File: config.mk
export PLATFORM = sky130hd
export DESIGN_NAME = uart_rx
export DESIGN_NICKNAME = d
export VERILOG_FILES = /design/src/rtl/uart_rx.sv
export SDC_FILE = /design/constraint.sdc
export NUM_CORES = 1
export LEC_CHECK = 0
export BUFFER_PORTS_ARGS = -buffer_cell sky130_fd_sc_hd__buf_2
export CORE_ASPECT_RATIO = 2
export CORE_MARGIN = 1
export CORE_UTILIZATION = 35
export DETAILED_ROUTE_END_ITERATION = 16
export PLACE_DENSITY = 0.62
export SYNTH_ARGS = -nofsm -noshare
export SYNTH_HDL_FRONTEND = slang
export SYNTH_SLANG_ARGS = --single-unit
File: constraint.sdc
create_clock -name clk -period 2.5 [get_ports clk]
set_input_delay 0.25 -clock clk [delete_from_list [all_inputs] [get_ports clk]]
set_output_delay 0.25 -clock clk [all_outputs]
set_load 0.02 [all_outputs]
File: src/rtl/uart_rx.sv
// uart_rx : oversampling 8N1 UART receiver.
//
// Deserialises frames arriving on rx into parallel words, sampling each bit
// in the middle of its period using the OSR-times oversampling strobe s_tick.
//
// Optional feature macro: UART_RX_PARITY_EN (adds a parity bit between the
// data bits and the stop bit, plus the parity_odd / parity_error ports).
//
// Ports:
//   clk            system clock, rising edge
//   reset_n        synchronous active-low reset
//   rx             asynchronous serial input, idle high
//   s_tick         one-clock oversampling strobe, OSR per bit period
//   parity_odd     (parity build only) 0 = even, 1 = odd parity
//   parity_error   (parity build only) registered, updated with rx_done_tick
//   rx_dout        last received data word
//   rx_done_tick   one-clock pulse when rx_dout is updated
//   framing_error  registered, reflects stop-bit sample of last frame
//   busy           high whenever a frame is being received
module uart_rx #(
   parameter int DBIT    = 8,
   parameter int SB_TICK = 16,
   parameter int OSR     = 16
) (
   input  logic            clk,
   input  logic            reset_n,
   input  logic            rx,
   input  logic            s_tick,
`ifdef UART_RX_PARITY_EN
   input  logic            parity_odd,
   output logic            parity_error,
`endif
   output logic [DBIT-1:0] rx_dout,
   output logic            rx_done_tick,
   output logic            framing_error,
   output logic            busy
);

   localparam int SMAX = (OSR > SB_TICK) ? OSR : SB_TICK;
   localparam int SW   = $clog2(SMAX);
   localparam int NW   = $clog2(DBIT);

   localparam logic [SW-1:0] S_HALF = SW'(OSR / 2 - 1);
   localparam logic [SW-1:0] S_BIT  = SW'(OSR - 1);
   localparam logic [SW-1:0] S_STOP = SW'(SB_TICK - 1);
   localparam logic [NW-1:0] N_LAST = NW'(DBIT - 1);

   typedef enum logic [2:0] {
      IDLE,
      START,
      DATA,
`ifdef UART_RX_PARITY_EN
      PARITY,
`endif
      STOP
   } state_t;

   state_t            state_reg, state_next;
   logic [SW-1:0]     s_reg, s_next;
   logic [NW-1:0]     n_reg, n_next;
   logic [DBIT-1:0]   b_reg, b_next;
   logic [DBIT-1:0]   dout_reg, dout_next;
   logic              done_reg, done_next;
   logic              ferr_reg, ferr_next;
   logic [1:0]        sync_reg;
   logic              rx_s;
`ifdef UART_RX_PARITY_EN
   logic              par_reg, par_next;
   logic              perr_reg, perr_next;
`endif

   // Two-flop synchroniser; loaded with the idle level so reset never
   // looks like a start bit.
   always_ff @(posedge clk) begin
      if (!reset_n) begin
         sync_reg <= 2'b11;
      end else begin
         sync_reg <= {sync_reg[0], rx};
      end
   end

   assign rx_s = sync_reg[1];

   always_ff @(posedge clk) begin
      if (!reset_n) begin
         state_reg <= IDLE;
         s_reg     <= '0;
         n_reg     <= '0;
         b_reg     <= '0;
         dout_reg  <= '0;
         done_reg  <= 1'b0;
         ferr_reg  <= 1'b0;
`ifdef UART_RX_PARITY_EN
         par_reg   <= 1'b0;
         perr_reg  <= 1'b0;
`endif
      end else begin
         state_reg <= state_next;
         s_reg     <= s_next;
         n_reg     <= n_next;
         b_reg     <= b_next;
         dout_reg  <= dout_next;
         done_reg  <= done_next;
         ferr_reg  <= ferr_next;
`ifdef UART_RX_PARITY_EN
         par_reg   <= par_next;
         perr_reg  <= perr_next;
`endif
      end
   end

   always_comb begin
      state_next = state_reg;
      s_next     = s_reg;
      n_next     = n_reg;
      b_next     = b_reg;
      dout_next  = dout_reg;
      done_next  = 1'b0;
      ferr_next  = ferr_reg;
`ifdef UART_RX_PARITY_EN
      par_next   = par_reg;
      perr_next  = perr_reg;
`endif
      case (state_reg)
         IDLE: begin
            // Falling edge is acted on immediately, without waiting for a tick.
            if (!rx_s) begin
               state_next = START;
               s_next     = '0;
            end
         end
         START: begin
            if (s_tick) begin
               if (s_reg == S_HALF) begin
                  // Mid start bit: still low means a real start, else a glitch.
                  if (!rx_s) begin
                     state_next = DATA;
                     s_next     = '0;
                     n_next     = '0;
                  end else begin
                     state_next = IDLE;
                  end
               end else begin
                  s_next = s_reg + 1'b1;
               end
            end
         end
         DATA: begin
            if (s_tick) begin
               if (s_reg == S_BIT) begin
                  s_next = '0;
                  b_next = {rx_s, b_reg[DBIT-1:1]};
                  if (n_reg == N_LAST) begin
`ifdef UART_RX_PARITY_EN
                     state_next = PARITY;
`else
                     state_next = STOP;
`endif
                  end else begin
                     n_next = n_reg + 1'b1;
                  end
               end else begin
                  s_next = s_reg + 1'b1;
               end
            end
         end
`ifdef UART_RX_PARITY_EN
         PARITY: begin
            if (s_tick) begin
               if (s_reg == S_BIT) begin
                  s_next     = '0;
                  par_next   = rx_s;
                  state_next = STOP;
               end else begin
                  s_next = s_reg + 1'b1;
               end
            end
         end
`endif
         STOP: begin
            if (s_tick) begin
               if (s_reg == S_STOP) begin
                  dout_next  = b_reg;
                  done_next  = 1'b1;
                  ferr_next  = ~rx_s;
`ifdef UART_RX_PARITY_EN
                  perr_next  = (^b_reg) ^ par_reg ^ parity_odd;
`endif
                  state_next = IDLE;
               end else begin
                  s_next = s_reg + 1'b1;
               end
            end
         end
         default: begin
            state_next = IDLE;
         end
      endcase
   end

   assign rx_dout       = dout_reg;
   assign rx_done_tick  = done_reg;
   assign framing_error = ferr_reg;
   assign busy          = (state_reg != IDLE);
`ifdef UART_RX_PARITY_EN
   assign parity_error  = perr_reg;
`endif

endmodule
==> flow_summary_export.csv, run 1 <==
group,metric,value,unit
run_status,status,"completed",
clock_network,post_cts_buffers,0,
clock_network,cts_hold_buf,0,
logic_synthesis,syn_area,0.00138,mm²
clock_network,clk_pin_slew,70,ps
sta,fin_crit,1970,ps
sta,maxSlewHeadroom,0.700,
floorplanning,dieHeight,90.9,µm
logic_synthesis,synth_edf_count,0,
clock_network,cts_buffer_depth,2,
route,vias_per_cell,5.10,
worst_setup_path,crit_path_top_delay_cell,"dfxtp_1",
route,dr.pass1.iters,4,
logic_synthesis,synth.cells.most_frequent,"29 x dfxtp_1, 21 x nor2_1, 18 x mux2i_1",
clock_network,clock_latency,280,ps
logic_synthesis,avgSynthCellArea,9.54,µm²
logic_synthesis,yosysTopAreaCellShare,0.420,
logic_synthesis,synthDistinctLibCells,38,
sta,finalSetupViolations,0,
worst_setup_path,rrSetupSlack,530,ps
power,p_int,773,µW
worst_setup_path,r2r_start,"state_reg[0]",
sta,fmax,509,MHz
logic_synthesis,ys_warn_count,0,
worst_setup_path,reg2regPathDepth,6,
power,swShare,0.290,
power,p_clk_frac,0.360,
clock_network,cts.sinks,29,
global_route,grt_pass1_vias,1100,
hold_path,min_path_type,"in2reg",
cells_and_area,nNetsFinal,175,
route,drt_iter0_markers,12,
floorplanning,die_width,46.5,µm
global_route,overflow,0,
sta,finClkSkew,9.27,ps
hold_path,holdPathStages,2,
route,dr_total_vias,1087,
worst_setup_path,crit_required,2680,ps
clock_network,tritoncts,"done",
placed_design,place_hpwl,2150,µm
logic_synthesis,synth_flop_cell,"dfxtp_1",
route,drt_wl_total,2940,µm
clock_network,htreeDepth,2,
sta,rsz0062_at_grt,"false",
floorplanning,die_area,0.00422,mm²
worst_setup_path,end_kind,"register",
route,detail-route-antenna-nets,0,
logic_synthesis,ys_async_sr_fraction,0,
logic_synthesis,synth_fp_nets,158,
route,wire_per_inst,13.8,µm
sta,fin_setup_tns,0,ps
logic_synthesis,ys_seq_area_frac,0.420,
floorplanning,pin_count,15,
power,peakVddDrop,0.374,mV
power,p_per_area,687,mW/mm²
floorplanning,core_area,0.00380,mm²
clock_network,cts_resized,0,
worst_setup_path,crit_fanout,12,
placed_design,globalplace.congestion,0.843,
global_route,grt_max_degree,17,
cells_and_area,final_area,0.00159,mm²
hold_path,min_from,"rx",
sta,tightest_slew,449,ps
clock_network,root_buffer,"clkbuf_8",
worst_setup_path,max_stage_delay,430,ps
global_route,grt_pass1_wl,5170,µm
cells_and_area,drive_gt1_frac,0.179,
sta,slew_viol_final,0,
global_route,grtUsageTotal,0.169,
worst_setup_path,crit_chain,"inv_1 > ha_1 > or3_1 > nand2b_1 > nand3_1 > a32o_1",
flow_run,maxCapViolCount,0,
worst_setup_path,worstSetupStartpointType,"register",
sta,post-route-period-util,0.787,
worst_setup_path,critical_path_class,"reg2reg",
clock_network,numCtsBuffers,5,
logic_synthesis,yosysTopAreaCell,"dfxtp_1",
logic_synthesis,synth.area.top_cells,"dfxtp_1 42%, mux2i_1 13%, ha_1 8.1%",
logic_synthesis,ys_seq_elements,29,
floorplanning,start_util,0.364,
logic_synthesis,synthCells,145,
cells_and_area,diodes,0,
power,leakage,0.000761,µW
worst_setup_path,cp.arrival,2140,ps
global_route,antenna_found_initial,0,
worst_setup_path,r2r-end,"s_reg[1]",
sta,finalHoldViolCount,0,
route,post-route-drc-count,0,
logic_synthesis,synth_most_common_cell,"dfxtp_1",
placed_design,place.port_buffers,14,
hold_path,hold_end,"sync_reg[0]",
cells_and_area,syn2layout_area_growth,14.6,%
power,p_switching,316,µW
power,power_frac_seq,0.449,
placed_design,post_dp_cell_area,0.00150,mm²
floorplanning,fp-row-count,32,
power,comb_power_share,0.191,
placed cells by master, fill, tap and decap left out, types with 2 or more instances in the layout:
master / synthesis / layout
nand2_1: 9 / 9
a21oi_1: 5 / 5
nand2b_1: 3 / 3
dfxtp_1: 29 / 29
ha_1: 9 / 9
or2_2: 3 / 3
o21a_1: 2 / 2
nor2_1: 21 / 21
nand3_1: 3 / 3
buf_2: 3 / 14
or3_1: 2 / 2
nor2b_1: 3 / 3
a31oi_1: 2 / 2
clkbuf_8: 0 / 6
inv_1: 5 / 5
mux2i_1: 18 / 18
a32o_1: 2 / 2
o21ai_0: 2 / 2
buf_4: 0 / 2
o211ai_1: 2 / 2
nor3b_1: 2 / 2
power by group through the flow:
| stage | Combinational [µW] | Sequential, µW | Clock, µW |
|---|---|---|---|
| 3_5_place_dp | 207 | 498 | 0 |
| 2_1_floorplan | 159 | 495 | 0 |
| 3_3_place_gp | 206 | 497 | 0 |
| 4_1_cts | 208 | 489 | 404 |
| 5_1_grt | 234 | 491 | 425 |
| 6_report | 208 | 489 | 392 |
worst max path at each step:
| stage | slack (ps) | endpoint | start |
|---|---|---|---|
| 6_report | 530 | s_reg[1] | state_reg[0] |
| 5_1_grt | 360 | n_reg[0] | state_reg[0] |
| 4_1_cts | 520 | n_reg[0] | state_reg[0] |
| 3_5_place_dp | 530 | n_reg[0] | state_reg[0] |
| 3_3_place_gp | 610 | s_reg[1] | state_reg[0] |
| 2_1_floorplan | 750 | n_reg[0] | state_reg[0] |
area by class of cell:
cell class / count / area, µm²
Clock buffer: 7 / 86.3
Fill cell: 405 / 2220
Inverter: 6 / 22.5
Multi-Input combinational cell: 104 / 747
Sequential cell: 29 / 581
Tap cell: 51 / 63.8
Timing Repair Buffer: 16 / 85.1
cells by family (layout without fill, tap and decap cells):
group           after synthesis  count (layout)  synth area share
compound gates               20              20             0.100
fa+ha+maj                     9               9            0.0814
buf+inv                      12              29            0.0407
flops                        29              29             0.420
mux                          18              18             0.130
simple gates                 57              57             0.228
per-stage QoR:
stage,cells,power (µW),hold slack (ps),util,setup slack [ps]
after floorplan,145,653,323,-,747
after global placement,206,703,388,0.394,613
after detailed placement,206,706,397,0.394,533
after CTS,213,1100,151,0.417,517
after global routing,213,1150,177,0.417,365
final,213,1090,152,0.417,534
metal layers:
| metal | share of wire | vias to the layer above | GRT usage |
|---|---|---|---|
| met5 | 0 | - | 0 |
| met4 | 0.036 | 0 | 0.108 |
| met2 | 0.53 | 26 | 0.267 |
| met1 | 0.40 | 513 | 0.186 |
| met3 | 0.040 | 13 | 0.0440 |
| li1 | - | 535 | - |
critical path: cells and delay by family (launching register included):
family | cells | cell delay, ps
simple gates | 3 | 700
buf+inv | 1 | 110
compound gates | 1 | 270
fa+ha+maj | 1 | 340
flops | 1 | 430
(Power assumes the default switching activity.)
==> run 2, diff against run 1 <==
- PLACE_DENSITY: 0.62 -> 0.64
- clock period: 2.5 -> 1.75 ns (I/O delays scaled with it)
==> run 2 against run 1 <==
  * Critical path depth unchanged
  * Non-clock buffer count grew 10
  * Routed wire length grew 12%
  * Highest routed layer unchanged
==> flow_summary_export.csv, run 2 (synthesized netlist as in run 1, its figures left out) <==
group,metric,value,unit
hold_path,min_path_type,"in2reg",
clock_network,cts.sinks,29,
clock_network,tritoncts,"done",
clock_network,htreeDepth,2,
floorplanning,die_area,0.00422,mm²
clock_network,clock_latency,280,ps
clock_network,numCtsBuffers,5,
route,post-route-drc-count,0,
clock_network,root_buffer,"clkbuf_8",
sta,rsz0062_at_grt,"true",
floorplanning,pin_count,15,
worst_setup_path,end_kind,"register",
global_route,grt_max_degree,23,
placed_design,placedCellCount,214,
sta,tightest_slew,399,ps
floorplanning,core_area,0.00380,mm²
worst_setup_path,crit_fanout,6,
global_route,overflow,0,
route,drt_iter0_markers,18,
floorplanning,fp-row-count,32,
worst_setup_path,crit_chain,"ha_4 > ha_4 > and4bb_2 > o211ai_1 > or3b_1 > a21oi_1",
worst_setup_path,crit_path_top_delay_cell,"or3b_1",
route,dr_total_vias,1152,
power,peakVddDrop,0.688,mV
cells_and_area,nNetsFinal,185,
cells_and_area,diodes,0,
placed_design,globalplace.congestion,0.917,
route,detail-route-antenna-nets,0,
sta,fin_crit,1710,ps
clock_network,cts_buffer_depth,2,
cells_and_area,postLayoutCoreUtil,0.463,
placed_design,pre_cts_ws,-31.2,ps
worst_setup_path,worstSetupStartpointType,"register",
route,drt_wl_total,3290,µm
global_route,antenna_found_initial,0,
worst_setup_path,cp.arrival,1920,ps
power,p_per_area,954,mW/mm²
cells_and_area,layout_commonest_cell,"dfxtp_1",
clock_network,cts_hold_buf,0,
worst_setup_path,crit_required,1960,ps
sta,post-route-period-util,0.979,
route,vias_per_cell,5.17,
global_route,grt_pass1_wl,5240,µm
floorplanning,start_util,0.364,
power,leakage,0.000813,µW
cells_and_area,syn2layout_area_growth,27.1,%
flow_run,maxCapViolCount,0,
worst_setup_path,critical_path_class,"reg2reg",
placed_design,place_hpwl,2190,µm
sta,fin_ws,36.8,ps
cells_and_area,final_cells,223,
route,dr.pass1.iters,4,
sta,slew_viol_final,0,
global_route,grtUsageTotal,0.172,
floorplanning,dieHeight,90.9,µm
cells_and_area,final_cell_mix,"24 x dfxtp_1, 21 x nor2_1, 18 x mux2i_1, 14 x buf_2, 12 x buf_4",
sta,maxSlewHeadroom,0.733,
sta,finClkSkew,12.8,ps
sta,finalHoldViolCount,0,
sta,whs,101,ps
worst_setup_path,max_stage_delay,400,ps
route,wire_per_inst,14.7,µm
floorplanning,die_width,46.5,µm
sta,finalSetupViolations,0,
cells_and_area,drive_gt1_frac,0.314,
global_route,grt_pass1_vias,1250,
clock_network,clk_pin_slew,60,ps
sta,fmax,584,MHz
run_status,status,"completed",
power,finalPower,1680,µW
worst_setup_path,crit_top_cell,"ha_4",
placed_design,place.port_buffers,14,
run 2: changes by cell type in the layout (fill, tap and decap cells not counted), moves of 4 or more:
cell / previous run / this run
ha_1: 9 / 4
buf_4: 2 / 12
dfxtp_2: 0 / 4
ha_4: 0 / 5
dfxtp_1: 29 / 24
run 2: area by class of cell:
class,instances,area [µm²]
Fill cell,367,2040
Multi-Input combinational cell,104,837
Sequential cell,29,589
Timing Repair Buffer,26,160
Clock buffer,7,86.3
Tap cell,51,63.8
Inverter,6,22.5
run 2: worst max-delay path: cells and delay by family, from the launching register on:
family / cells / cell delay, ps
flip-flops: 1 / 340
AO/OA/AOI/OAI: 2 / 320
AND/OR/NAND/NOR: 2 / 670
adder cells (fa/ha/maj): 2 / 320
run 2: report_power, final:
part	total (µW)	switching, µW	internal, µW
combinational	410	224	186
sequential	719	35.5	684
clock	550	239	311
total	1680	498	1180
run 2: routing by layer:
layer  up-vias  global-route usage  routed length, µm
met5         -                   0                  0
met4         0               0.164                183
met3        14              0.0460                112
met2        31               0.270               1800
met1       546               0.163               1190
li1        561                   -                  -
run 2: per-stage QoR:
stage                     cell area, µm²  TNS, ps
final                               1760        0
after global routing                1760    -40.1
after CTS                           1660    -19.2
after detailed placement            1560    -49.1
after global placement              1560        0
after floorplan                     1390        0
run 2: path summary, 6_finish.rpt:
check              startpoint          end  slack (ps)  depth (start not counted)
setup / recovery     n_reg[0]     n_reg[0]          40                          6
hold / removal             rx  sync_reg[0]         100                          2
setup reg to reg     n_reg[0]     n_reg[0]          40                          6
hold reg to reg   sync_reg[0]  sync_reg[1]         390                          1
run 2: timing repair:
item,CTS,global route
pin swaps,0,6
setup endpoints to repair,2,17
resized for setup,1,20
hold endpoints to repair,0,0
setup buffers,1,1
